[src/rtl/fir_coeff_ctrl.sv]
// fir_coeff_ctrl: double-banked coefficient loader that swaps a shadow bank into the FIR on a sample boundary.
// Optional build macro FIR_CTRL_READBACK_EN adds a combinational active-bank readback port (rd_addr/rd_data).
module fir_coeff_ctrl #(
    parameter int N = 16,
    parameter int T = 51
) (
    input  logic                 clk,
    input  logic                 reset,
    input  logic                 cfg_valid,
    output logic                 cfg_ready,
    input  logic signed [N-1:0]  cfg_data,
    input  logic                 cfg_last,
    input  logic                 sample_strobe,
    output logic [T*N-1:0]       coeff_flat,
    output logic                 bank_sel,
    output logic                 flt_valid,
    output logic                 busy,
    output logic                 cfg_err,
    output logic [1:0]           state_dbg
`ifdef FIR_CTRL_READBACK_EN
    ,
    input  logic [$clog2(T)-1:0] rd_addr,
    output logic [N-1:0]         rd_data
`endif
);

    localparam int IW = $clog2(T);
    localparam logic [IW-1:0] IDX_LAST  = IW'(T - 1);
    localparam logic [IW-1:0] FLUSH_END = IW'(T - 2);

    typedef enum logic [1:0] {
        IDLE  = 2'd0,
        LOAD  = 2'd1,
        ARMED = 2'd2,
        FLUSH = 2'd3
    } state_e;

    state_e          state, state_d;
    logic [IW-1:0]   idx, idx_d;
    logic [IW-1:0]   flush_cnt, flush_d;
    logic [IW-1:0]   wr_idx;
    logic            bank_sel_d;
    logic            loaded, loaded_d;
    logic            err_d;
    logic            wr_en;
    logic            fire;
    logic [T*N-1:0]  bank [2];

    // Handshake: a word transfers on a rising edge where cfg_valid && cfg_ready;
    // cfg_ready depends only on state, and words offered while it is low stay with the sender.
    assign cfg_ready  = (state == IDLE) || (state == LOAD);
    assign fire       = cfg_valid && cfg_ready;
    assign busy       = (state != IDLE);
    assign state_dbg  = state;
    assign coeff_flat = bank[bank_sel];

    always_comb begin
        state_d    = state;
        idx_d      = idx;
        flush_d    = flush_cnt;
        bank_sel_d = bank_sel;
        loaded_d   = loaded;
        err_d      = 1'b0;
        wr_en      = 1'b0;
        wr_idx     = idx;
        case (state)
            IDLE: begin
                if (fire) begin
                    wr_en  = 1'b1;
                    wr_idx = '0;
                    idx_d  = IW'(1);
                    if (cfg_last) begin
                        err_d = 1'b1;
                    end else begin
                        state_d = LOAD;
                    end
                end
            end
            LOAD: begin
                if (fire) begin
                    wr_en = 1'b1;
                    idx_d = idx + 1'b1;
                    if (idx == IDX_LAST) begin
                        if (cfg_last) begin
                            state_d = ARMED;
                        end else begin
                            err_d   = 1'b1;
                            state_d = IDLE;
                        end
                        idx_d = '0;
                    end else if (cfg_last) begin
                        err_d   = 1'b1;
                        state_d = IDLE;
                        idx_d   = '0;
                    end
                end
            end
            ARMED: begin
                if (sample_strobe) begin
                    bank_sel_d = ~bank_sel;
                    loaded_d   = 1'b1;
                    flush_d    = '0;
                    state_d    = FLUSH;
                end
            end
            FLUSH: begin
                // The swap strobe plus T-1 further strobes cover the whole delay line.
                if (sample_strobe) begin
                    flush_d = flush_cnt + 1'b1;
                    if (flush_cnt == FLUSH_END) begin
                        state_d = IDLE;
                    end
                end
            end
            default: begin
                state_d = IDLE;
            end
        endcase
    end

    always_ff @(posedge clk or posedge reset) begin
        if (reset) begin
            state     <= IDLE;
            idx       <= '0;
            flush_cnt <= '0;
            bank_sel  <= 1'b0;
            loaded    <= 1'b0;
            cfg_err   <= 1'b0;
            flt_valid <= 1'b0;
        end else begin
            state     <= state_d;
            idx       <= idx_d;
            flush_cnt <= flush_d;
            bank_sel  <= bank_sel_d;
            loaded    <= loaded_d;
            cfg_err   <= err_d;
            flt_valid <= sample_strobe && loaded && (state != FLUSH);
        end
    end

    // Only the shadow bank is ever written, so the FIR never sees a partial set.
    always_ff @(posedge clk or posedge reset) begin
        if (reset) begin
            bank[0] <= '0;
            bank[1] <= '0;
        end else if (wr_en) begin
            for (int k = 0; k < T; k++) begin
                if (wr_idx == IW'(k)) begin
                    bank[~bank_sel][k*N +: N] <= cfg_data;
                end
            end
        end
    end

`ifdef FIR_CTRL_READBACK_EN
    always_comb begin
        rd_data = '0;
        for (int k = 0; k < T; k++) begin
            if (rd_addr == IW'(k)) begin
                rd_data = coeff_flat[k*N +: N];
            end
        end
    end
`endif

endmodule
[config.mk]
export PLATFORM = sky130hd
export DESIGN_NAME = fir_coeff_ctrl
export DESIGN_NICKNAME = d
export VERILOG_FILES = /design/src/rtl/fir_coeff_ctrl.sv
export SDC_FILE = /design/constraint.sdc
export NUM_CORES = 2
export LEC_CHECK = 0
export ABC_AREA = 1
export BUFFER_PORTS_ARGS = -buffer_cell sky130_fd_sc_hd__clkbuf_2
export CAP_MARGIN = 15
export CORE_MARGIN = 1.5
export CORE_UTILIZATION = 35
export CTS_CLUSTER_DIAMETER = 100
export CTS_CLUSTER_SIZE = 8
export DETAILED_ROUTE_END_ITERATION = 8
export PLACE_DENSITY_LB_ADDON = 0.08
export SLEW_MARGIN = 20
export SYNTH_ARGS = -nofsm -noshare
export SYNTH_HDL_FRONTEND = slang
export SYNTH_SLANG_ARGS = --single-unit
export TNS_END_PERCENT = 50
[constraint.sdc]
create_clock -name clk -period 83.3 [get_ports clk]
set_input_delay 12.495 -clock clk [delete_from_list [all_inputs] [get_ports clk]]
set_output_delay 12.495 -clock clk [all_outputs]
set_load 0.005 [all_outputs]
==> impl_metrics.csv <==
group,metric,value,unit
yosys,syn_nets,9719,
floorplan,die_h,464,µm
yosys,synth_ff_type,"dfrtp_1",
placement,place_hpwl,183000,µm
power,p_seq_share,47.5,%
drt,drt_wl_total,301000,µm
drt,routedWlPerCell,23.2,µm
clock_network,cts_setup_buffers,0,
yosys,yosysWarnings,0,
final_layout,nets,10138,
timing,fin_setup_tns,0,ns
final_layout,synthToLayoutAreaGrowth,15.8,%
timing,setup_violations,0,
floorplan,die-width,464,µm
clock_network,clock_latency,0.88,ns
setup_path,r2r_cells,8,
run,drv_cap,0,
min_path,worstHoldPathType,"reg -> reg",
floorplan,die-area,0.215,mm²
yosys,ys_seq_area_share,55.6,%
grt,grt_start_max_net_pins,185,
power,internal-power,0.00134,W
clock_network,cts-resized-gates,0,
yosys,synth_seq_cells,1650,
yosys,syn_inst,9693,
clock_network,root_buffer,"clkbuf_16",
setup_path,cp_common_cell,"buf_4",
yosys,synth.distinct_cells,31,
power,power.share.clock,46.1,%
power,p_leak,48.9,nW
min_path,holdCritStartpoint,"bank[416]",
drt,drtPass1Iterations,5,
timing,tightest_slew,1.13,ns
floorplan,initial_core_util,35.3,%
final_layout,fill_cells,21547,
setup_path,rrSetupSlack,78.06,ns
placement,port_buffers,843,
timing,slew_headroom,24.9,%
floorplan,num_rows,168,
timing,timing.final.crit_share,22.1,%
min_path,hold_path_depth,2,
clock_network,postCtsHoldBufs,0,
min_path,min_to,"bank[416]",
grt,grt_pass1_vias,62824,
power,sw_frac_of_total,25.7,%
timing,rsz0062_at_grt,"no",
setup_path,worstPathArrival,5.92,ns
timing,slew_viol_final,0,
clock_network,cts_buffer_depth,3,
placement,place_area,0.0799,mm²
final_layout,final_util,40.9,%
clock_network,clock_sinks,1650,
setup_path,cp_slowest_cell,"buf_4",
drt,drt_iter0_markers,6397,
setup_path,reg2reg_to,"bank[335]",
final_layout,drive_above_1_share,12.8,%
timing,hold_viol,0,
outcome,outcome,"finished, final reports clean",
yosys,synth_edf_count,0,
clock_network,cts_htree_levels,4,
yosys,async_flop_share,100,%
placement,gp_congestion,0.846,
floorplan,core_region_area,0.210,mm²
yosys,syn_area_per_cell,7.66,µm²
clock_network,cts_tree,"yes",
drt,drc,0,
timing,fmax,0.0543,GHz
power,combPwrFrac,6.3,%
yosys,syn-cell-area,0.0742,mm²
setup_path,crit_chain,"buf_4, buf_12, buf_4, buf_4, buf_4, nand2_1, nand2_1, clkbuf_2",
drt,ant_nets,0,
timing,min_period,18.42,ns
clock_network,cts_buffers,224,
power,vdd_drop_max,0.0209,mV
setup_path,critPathKind,"reg -> out",
drt,via_per_inst,5.14,
timing,whs,0.466,ns
floorplan,io_pins,844,
final_layout,final_cells,12937,
final_layout,finalInstanceArea,0.0860,mm²
grt,track_usage,27.3,%
setup_path,cp-start-kind,"flip-flop",
setup_path,reg2reg_from,"bank_sel",
drt,vias,66458,
timing,fin_skew,0.0448,ns
grt,grt_overflow_total,0,
placement,post-place-cells,12688,
grt,grt_pass1_wl,443000,µm
power,p_sw,0.000463,W
setup_path,cp.required,70.80,ns
grt,antenna_found_initial,16,
setup_path,crit_fanout,141,
clock_network,path_clk_slew,0.05,ns
setup_path,crit_path_max_incr_delay,0.82,ns
setup_path,endpoint_kind,"primary output",
power,p_per_area,20.9,mW/mm²
## Yosys cell counts, types with 3 or more instances
| library cell | n | area, µm² |
|---|---|---|
| o21ai_0 | 378 | 1890 |
| inv_1 | 40 | 150 |
| nand2_2 | 10 | 62.6 |
| nand4_2 | 5 | 62.6 |
| nor2_2 | 20 | 125 |
| buf_1 | 40 | 150 |
| buf_2 | 197 | 986 |
| nand2_1 | 5436 | 20400 |
| nor2_4 | 12 | 135 |
| a21oi_1 | 4 | 20.0 |
| clkbuf_1 | 537 | 2020 |
| dfrtp_1 | 1650 | 41300 |
| o21ai_1 | 10 | 50.1 |
| nand4_1 | 15 | 93.8 |
| xor2_1 | 6 | 52.6 |
| nor2_1 | 39 | 146 |
| buf_6 | 3 | 33.8 |
| ha_1 | 5 | 62.6 |
| inv_2 | 8 | 30.0 |
| nand3_1 | 1262 | 6320 |
## final cells by class
cell class	count	area, µm²	area share (%)
antenna	4	10.0	0.0116
clock buffer	228	5670	6.60
clock inverter	14	280	0.326
inverter	48	195	0.227
multi-input combinational	7216	29600	34.5
sequential	1650	41300	48.0
tap	2805	3510	4.08
timing repair buffer	972	5380	6.26
## sequential cells by signal, indices dropped and copies added, names as in the netlist, named ones only
register,count
cfg_err,1
state_dbg,1
bank_sel,1
loaded,1
flt_valid,1
idx,6
bank,1632
flush_cnt,6
## kinds of logic after synthesis
| family | after synthesis | synth area share (%) |
|---|---|---|
| buffers and inverters | 827 | 4.55 |
| multiplexers | 1 | 0.0135 |
| adder cells (fa/ha/maj) | 5 | 0.0843 |
| AND/OR/NAND/NOR | 6807 | 37.0 |
| XOR/XNOR | 6 | 0.0708 |
| AO/OA/AOI/OAI | 397 | 2.69 |
| flip-flops | 1650 | 55.6 |
## per-layer routing
metal	up-vias	GRT usage, %	share of wire (%)
met5	-	0	0
met4	0	11.4	4.4
li1	31085	-	-
met3	443	6.18	7.3
met1	32689	38.6	44
met2	2241	40.2	44
## through the flow
| step | worst slack, ns | total power [W] |
|---|---|---|
| floorplan | 24.24 | 0.000940 |
| global placement | 65.77 | 0.000981 |
| detailed placement | 65.72 | 0.000984 |
| CTS | 64.84 | 0.00182 |
| global route | 64.54 | 0.00187 |
| finish | 64.88 | 0.00180 |
## power groups by stage
stage	logic [W]	registers (W)	clock network, W
after floorplan	0.0000731	0.000867	0
after global placement	0.000114	0.000868	0
after detailed placement	0.000116	0.000868	0
after CTS	0.000116	0.000855	0.000850
after global routing	0.000127	0.000859	0.000881
final	0.000114	0.000856	0.000830
## layout by cell type, fill, tap and decap left out, drive strengths merged
master,synthesis,layout
a21o,1,1
clkinv,0,7
nand2,5446,5446
o22ai,1,1
clkbuf,537,1055
bufinv,0,1
mux2i,1,1
or2,2,2
nand4,22,22
a22oi,1,1
o21ai,390,390
xor2,6,6
inv,48,54
nand3,1265,1265
and3,1,1
ha,5,5
buf,242,145
dfrtp,1650,1650
a21oi,4,4
diode,0,4
nor2,71,71
## critical path, delay by kind of cell (launching register included)
family                 cells  cell delay, ns
buffers and inverters      6            3.71
flip-flops                 1            0.76
AND/OR/NAND/NOR            2            0.23
## how the worst max path moves through the flow
stage,from,to
after global placement,reset,bank[1526]
final,bank_sel,coeff_flat[441]
after CTS,bank_sel,coeff_flat[433]
after global routing,bank_sel,coeff_flat[433]
after floorplan,reset,async pin
after detailed placement,reset,bank[729]
(Power assumes the default switching activity.)
